--- src/rtl/data_unstack_48bits_pkg.sv ---
// Shared types and constants for the 48-bit readback serializer.
package data_unstack_48bits_pkg;

    localparam int WORD_W    = 16;
    localparam int FRAME_W   = 48;
    localparam int NUM_WORDS = 3;

    // Index of the last word in send order.
    localparam logic [1:0] LAST_IDX = 2'(NUM_WORDS - 1);

    typedef enum logic [1:0] {
        ST_IDLE = 2'd0,
        ST_W0   = 2'd1,
        ST_W1   = 2'd2,
        ST_W2   = 2'd3
    } state_t;

    // Send-order index of the word presented in a given state.
    function automatic logic [1:0] state_word_idx(input state_t st);
        logic [1:0] idx;
        case (st)
            ST_W0:   idx = 2'd0;
            ST_W1:   idx = 2'd1;
            ST_W2:   idx = 2'd2;
            default: idx = 2'd0;
        endcase
        return idx;
    endfunction

    // Map a send-order index onto the physical 16-bit slot of the frame.
    function automatic logic [1:0] send_slot(input logic [1:0] idx, input logic lsw_first);
        logic [1:0] slot;
        if (lsw_first) begin
            slot = idx;
        end else begin
            slot = LAST_IDX - idx;
        end
        return slot;
    endfunction

endpackage

--- src/rtl/data_unstack_48bits_word_mux.sv ---
// Selects the 16-bit slice of the frame that goes out at a given send index.
// LSW_FIRST=1 sends [15:0] first, LSW_FIRST=0 sends [47:32] first.
module unstack_word_mux
    import data_unstack_48bits_pkg::*;
#(
    parameter bit LSW_FIRST = 1'b1
) (
    input  logic [FRAME_W-1:0] frame,
    input  logic [1:0]         word_idx,
    output logic [WORD_W-1:0]  word
);

    logic [1:0] slot_s;

    // Translate the send index into a slot and pick that slice.
    always_comb begin
        slot_s = send_slot(word_idx, LSW_FIRST);
        case (slot_s)
            2'd0:    word = frame[15:0];
            2'd1:    word = frame[31:16];
            2'd2:    word = frame[47:32];
            default: word = 16'h0000;
        endcase
    end

endmodule

--- src/rtl/data_unstack_48bits.sv ---
// 48-bit to 3x16-bit readback serializer with valid/ready output handshake.
// Optional feature: define UNSTACK_PENDING_EN to add a one-entry pending
// frame buffer so frames can follow each other without an idle cycle.
module data_unstack_48bits
    import data_unstack_48bits_pkg::*;
#(
    parameter bit LSW_FIRST = 1'b1
) (
    input  logic               Clock,
    input  logic               Reset,
    input  logic [FRAME_W-1:0] Din_48B,
    input  logic               Load,
    output logic               Load_ready,
    output logic [WORD_W-1:0]  Dout_16B,
    output logic               Dout_valid,
    input  logic               Dout_ready,
    output logic [1:0]         Word_idx,
    output logic               Done,
    output logic               Overrun
);

    state_t               state_r;
    state_t               state_nxt_s;
    logic [FRAME_W-1:0]   frame_r;
    logic [FRAME_W-1:0]   frame_nxt_s;
    logic [WORD_W-1:0]    dout_r;
    logic                 valid_r;
    logic [1:0]           idx_r;
    logic                 done_r;
    logic                 overrun_r;
    logic                 done_nxt_s;
    logic                 hs_s;
    logic                 load_ready_s;
    logic                 valid_nxt_s;
    logic [1:0]           idx_nxt_s;
    logic [WORD_W-1:0]    word_nxt_s;

`ifdef UNSTACK_PENDING_EN
    logic [FRAME_W-1:0]   pend_r;
    logic [FRAME_W-1:0]   pend_nxt_s;
    logic                 pend_valid_r;
    logic                 pend_valid_nxt_s;
`endif

    // Handshake uses the registered valid, so ready is ignored while idle.
    assign hs_s = valid_r & Dout_ready;

`ifdef UNSTACK_PENDING_EN
    assign load_ready_s = (state_r == ST_IDLE) || !pend_valid_r;
`else
    assign load_ready_s = (state_r == ST_IDLE);
`endif

    // Next state, next frame contents and pending-buffer bookkeeping.
    always_comb begin
        state_nxt_s = state_r;
        frame_nxt_s = frame_r;
        done_nxt_s  = 1'b0;
`ifdef UNSTACK_PENDING_EN
        pend_nxt_s       = pend_r;
        pend_valid_nxt_s = pend_valid_r;
`endif
        case (state_r)
            ST_IDLE: begin
                if (Load) begin
                    state_nxt_s = ST_W0;
                    frame_nxt_s = Din_48B;
                end else begin
                    state_nxt_s = ST_IDLE;
                end
            end
            ST_W0: begin
                if (hs_s) begin
                    state_nxt_s = ST_W1;
                end else begin
                    state_nxt_s = ST_W0;
                end
            end
            ST_W1: begin
                if (hs_s) begin
                    state_nxt_s = ST_W2;
                end else begin
                    state_nxt_s = ST_W1;
                end
            end
            ST_W2: begin
                if (hs_s) begin
                    done_nxt_s = 1'b1;
`ifdef UNSTACK_PENDING_EN
                    // Chain straight into the buffered frame, or into a
                    // load arriving on this very edge, to avoid a bubble.
                    if (pend_valid_r) begin
                        state_nxt_s      = ST_W0;
                        frame_nxt_s      = pend_r;
                        pend_valid_nxt_s = 1'b0;
                    end else if (Load) begin
                        state_nxt_s = ST_W0;
                        frame_nxt_s = Din_48B;
                    end else begin
                        state_nxt_s = ST_IDLE;
                    end
`else
                    state_nxt_s = ST_IDLE;
`endif
                end else begin
                    state_nxt_s = ST_W2;
                end
            end
            default: begin
                state_nxt_s = ST_IDLE;
            end
        endcase
`ifdef UNSTACK_PENDING_EN
        // A load during a frame parks in the buffer unless it was consumed
        // directly by the final handshake above.
        if ((state_r != ST_IDLE) && Load && !pend_valid_r &&
            !((state_r == ST_W2) && hs_s)) begin
            pend_nxt_s       = Din_48B;
            pend_valid_nxt_s = 1'b1;
        end else begin
        end
`endif
    end

    assign valid_nxt_s = (state_nxt_s != ST_IDLE);
    assign idx_nxt_s   = state_word_idx(state_nxt_s);

    // Word for the next cycle is selected ahead of time so Dout_16B is a flop.
    unstack_word_mux #(
        .LSW_FIRST (LSW_FIRST)
    ) u_word_mux (
        .frame    (frame_nxt_s),
        .word_idx (idx_nxt_s),
        .word     (word_nxt_s)
    );

    // FSM state, frame register and registered outputs.
    always_ff @(posedge Clock or negedge Reset) begin
        if (!Reset) begin
            state_r   <= ST_IDLE;
            frame_r   <= 48'h0000_0000_0000;
            dout_r    <= 16'h0000;
            valid_r   <= 1'b0;
            idx_r     <= 2'd0;
            done_r    <= 1'b0;
            overrun_r <= 1'b0;
        end else begin
            state_r   <= state_nxt_s;
            frame_r   <= frame_nxt_s;
            dout_r    <= valid_nxt_s ? word_nxt_s : 16'h0000;
            valid_r   <= valid_nxt_s;
            idx_r     <= idx_nxt_s;
            done_r    <= done_nxt_s;
            overrun_r <= overrun_r | (Load & ~load_ready_s);
        end
    end

`ifdef UNSTACK_PENDING_EN
    // One-entry pending frame buffer.
    always_ff @(posedge Clock or negedge Reset) begin
        if (!Reset) begin
            pend_r       <= 48'h0000_0000_0000;
            pend_valid_r <= 1'b0;
        end else begin
            pend_r       <= pend_nxt_s;
            pend_valid_r <= pend_valid_nxt_s;
        end
    end
`endif

    assign Load_ready = load_ready_s;
    assign Dout_16B   = dout_r;
    assign Dout_valid = valid_r;
    assign Word_idx   = idx_r;
    assign Done       = done_r;
    assign Overrun    = overrun_r;

endmodule

--- config.mk ---
export PLATFORM = sky130hd
export DESIGN_NAME = data_unstack_48bits
export DESIGN_NICKNAME = d
export VERILOG_FILES = /design/src/rtl/data_unstack_48bits_pkg.sv /design/src/rtl/data_unstack_48bits_word_mux.sv /design/src/rtl/data_unstack_48bits.sv
export SDC_FILE = /design/constraint.sdc
export NUM_CORES = 1
export LEC_CHECK = 0
export BUFFER_PORTS_ARGS = -buffer_cell sky130_fd_sc_hd__buf_2
export CAP_MARGIN = 5
export CORE_ASPECT_RATIO = 1.4
export CORE_UTILIZATION = 49
export CTS_BUF_LIST = sky130_fd_sc_hd__clkbuf_4 sky130_fd_sc_hd__clkbuf_8 sky130_fd_sc_hd__clkbuf_16
export DETAILED_ROUTE_END_ITERATION = 16
export PLACE_DENSITY = 0.79
export SETUP_SLACK_MARGIN = 0.1
export SYNTH_ARGS = -nofsm -noshare
export SYNTH_HDL_FRONTEND = slang
export SYNTH_SLANG_ARGS = --single-unit
--- constraint.sdc ---
create_clock -name Clock -period 1.4 [get_ports Clock]
set_input_delay 0.28 -clock Clock [delete_from_list [all_inputs] [get_ports Clock]]
set_output_delay 0.28 -clock Clock [all_outputs]
set_load 0.03 [all_outputs]
==> impl_metrics.ini <==
[status]
status = complete, but fails checks
violations = design-rule violations, negative setup slack

[yosys]
syn-instance-count = 253
yosysWarnings = 0
seq_area_frac_synth_pct = 53.9
synth_fp_nets = 305
synth-seq-cells = 71
synth-simple-area-share_pct = 8.12
synth-adder-area-share_pct = 0
synth-xor-area-share_pct = 0.266
synth_top_family_by_area = multiplexers
avgSynthCellArea_um2 = 13.0
syn_area_um2 = 3300
synthMuxAreaShare_pct = 24.5
synth_compound_area_share_pct = 8.73
synth_cell_types = 35

[layout]
drive_gt1_share_pct = 52.2
area_growth_pct = 33.7
utilization_pct = 67.5
antenna_cells = 0
nets = 414
multiInputGateArea_um2 = 1510
layout_commonest_cell = buf_2
fillCellCount = 447
layout_common_cells = buf_2, dfrtp_1, mux2_4
seq_area_um2 = 1780
fin_cells = 440

[sta]
slew_viol_final = 0
hold_slack_ns = 0.163
skew_ns = 0.00613
hold_violations = 0
fin_crit_sh_pct = 115
worst-slew-pin-transition_ns = 0.382
relSlewSlack_pct = 74.5
fmax_ghz = 0.623
setup_violations = 50
setup_ws_ns = -0.206
post-route-min-period_ns = 1.61
rsz0062_at_grt = true
fin_tns_setup_ns = -6.47

[floorplan]
die_h_um = 99.0
core_area_um2 = 6530
die_x_um = 71.3
start_util_pct = 50.5
num_rows = 35
die_area_um2 = 7060
pin_count = 74

[detailed_routing]
drtPass1Iterations = 10
via_per_inst = 5.42
drt_iter0_drc = 168
via_count = 2383
wl_um = 7450
drc = 3
wl_per_cell_um = 16.9
ant_nets = 0

[global_routing]
antenna_found_initial = 0
grt_pass1_wl_um = 12300
grt_max_degree = 72
grt-ovfl-total = 0
grt.total_usage_pct = 23.0
grt_pass1_vias = 2426

[pwr]
power_frac_comb_pct = 49.8
power_density_nw_per_um2 = 2400
p_seq_share_pct = 34.6
p_int_uw = 6760
power.total_uw = 10600
power_switching_uw = 3820
p_clk_share_pct = 15.6
switching_share_pct = 36.1
vdd_drop_max_mv = 1.00
power_leakage_uw = 0.00216

[clock_tree]
cts_tree = yes
insertion_delay_ns = 0.34
clk_path_buf_depth = 2
numCtsBuffers = 9
cts.sinks = 71
clkTransAtPathRegs_ns = 0.07
cts_max_level = 3
clockRootBuffer = clkbuf_8

[worst_setup_path]
rr_worst_depth = 6
startpoint = state_r[1]
crit_buf_inv = 2
critical_path.top_delay_family = multiplexers
arrival_ns = 1.83
cp.required_ns = 1.62
r2r-start = state_r[1]
crit_fanout = 7
cp-end-kind = register
cp_slowest_cell = dfrtp_1
path_cells = nor3b_4 -> buf_6 -> buf_12 -> mux2_4 -> mux2i_1 -> o21ai_1
path_class = register to register
startpoint_type = register
slowest_delay_ns = 0.41
path_depth = 6

[placed_design]
gp_congestion = 0.768
dp_hpwl_um = 5020
dp_cells = 412
port-buffer-count = 73

[min_path]
hold_depth = 2
hp-class = input pin to register
hold_start = Din_48B[19]

[flow_run]
maxCapViolCount = 0
==> metrics by stage <==
step | instance area, µm² | setup slack (ns)
floorplan | 3400 | -0.106
global placement | 3960 | -0.199
detailed placement | 3960 | -0.261
CTS | 4340 | -0.173
global route | 4410 | -0.280
finish | 4410 | -0.206
==> path summary, 6_finish.rpt <==
check                      slack, ns           to
setup reg to reg               -0.21  Dout_16B[5]
max in group asynchronous       0.59   state_r[0]
min in group asynchronous       0.47  frame_r[19]
hold / removal                  0.16  frame_r[19]
hold reg to reg                 0.48      Overrun
setup / recovery               -0.21  Dout_16B[5]
==> what timing repair did <==
action / CTS / global route
cloned: 1 / 0
setup buffers: 6 / 7
resized for setup: 24 / 10
hold buffers: 1 / 0
pin swaps: 1 / 0
endpoints found under the hold margin: 71 / 0
endpoints found under the setup margin: 68 / 71
==> Yosys cell counts <==
cell type | instances | area [µm²]
a21boi_0 | 1 | 7.51
buf_4 | 3 | 22.5
o21ai_0 | 20 | 100
buf_2 | 1 | 5.00
a22o_1 | 1 | 8.76
nor3b_4 | 1 | 18.8
clkbuf_1 | 6 | 22.5
a211oi_2 | 3 | 37.5
or3_1 | 1 | 6.26
nor3_1 | 1 | 5.00
mux2_2 | 34 | 383
a21oi_1 | 2 | 10.0
or2b_1 | 1 | 7.51
o21bai_1 | 1 | 7.51
o31ai_1 | 1 | 7.51
o211ai_1 | 1 | 7.51
xnor2_1 | 1 | 8.76
o21ai_1 | 10 | 50.1
nand3_1 | 1 | 5.00
nor3b_1 | 11 | 82.6
mux2i_1 | 23 | 230
inv_1 | 1 | 3.75
and2_1 | 2 | 12.5
buf_6 | 7 | 78.8
nand2b_1 | 1 | 6.26
a21boi_1 | 1 | 7.51
o21a_1 | 5 | 37.5
clkbuf_8 | 1 | 13.8
dfrtp_1 | 71 | 1780
and3_1 | 3 | 18.8
nand2_1 | 6 | 22.5
a31oi_1 | 1 | 6.26
nor2_1 | 14 | 52.6
mux2_4 | 13 | 195
nor3_2 | 3 | 30.0
==> power by group through the flow <==
| stage | clock network, µW | registers (µW) | logic, µW |
|---|---|---|---|
| floorplan | 0 | 4030 | 3180 |
| global placement | 0 | 3630 | 4620 |
| detailed placement | 0 | 3670 | 4760 |
| CTS | 1690 | 3670 | 5100 |
| global route | 1780 | 3790 | 5660 |
| finish | 1650 | 3670 | 5270 |
==> state kept, by name, indices dropped and copies added, names as in the netlist <==
register    flops
frame_r        48
Dout_16B       16
Word_idx        2
state_r         2
Done            1
Dout_valid      1
Overrun         1
==> logic make-up after synthesis <==
group | count (synthesis)
AOI/OAI and AO/OA | 47
xor gates and xnor gates | 1
buffers and inverters | 19
DFF | 71
muxes | 70
and+or+nand+nor | 45
==> layout make-up <==
cell class	instances	share of cell area, %
clock buffers	12	3.61
flip-flops and latches	71	40.4
inverters	1	0.0852
repair buffers	116	18.7
multi-input cells	163	34.2
clock inverters	3	0.965
well taps	74	2.10
==> metal layers <==
| metal | GRT usage [%] | up-vias | share of wire (%) | routed length (µm) |
|---|---|---|---|---|
| met5 | 0 | - | 0 | 0 |
| met3 | 4.19 | 8 | 3.5 | 262 |
| li1 | - | 1121 | - | - |
| met4 | 7.85 | 0 | 1.3 | 95 |
| met1 | 29.9 | 1198 | 42 | 3160 |
| met2 | 38.4 | 56 | 53 | 3940 |
(Power assumes the default switching activity.)
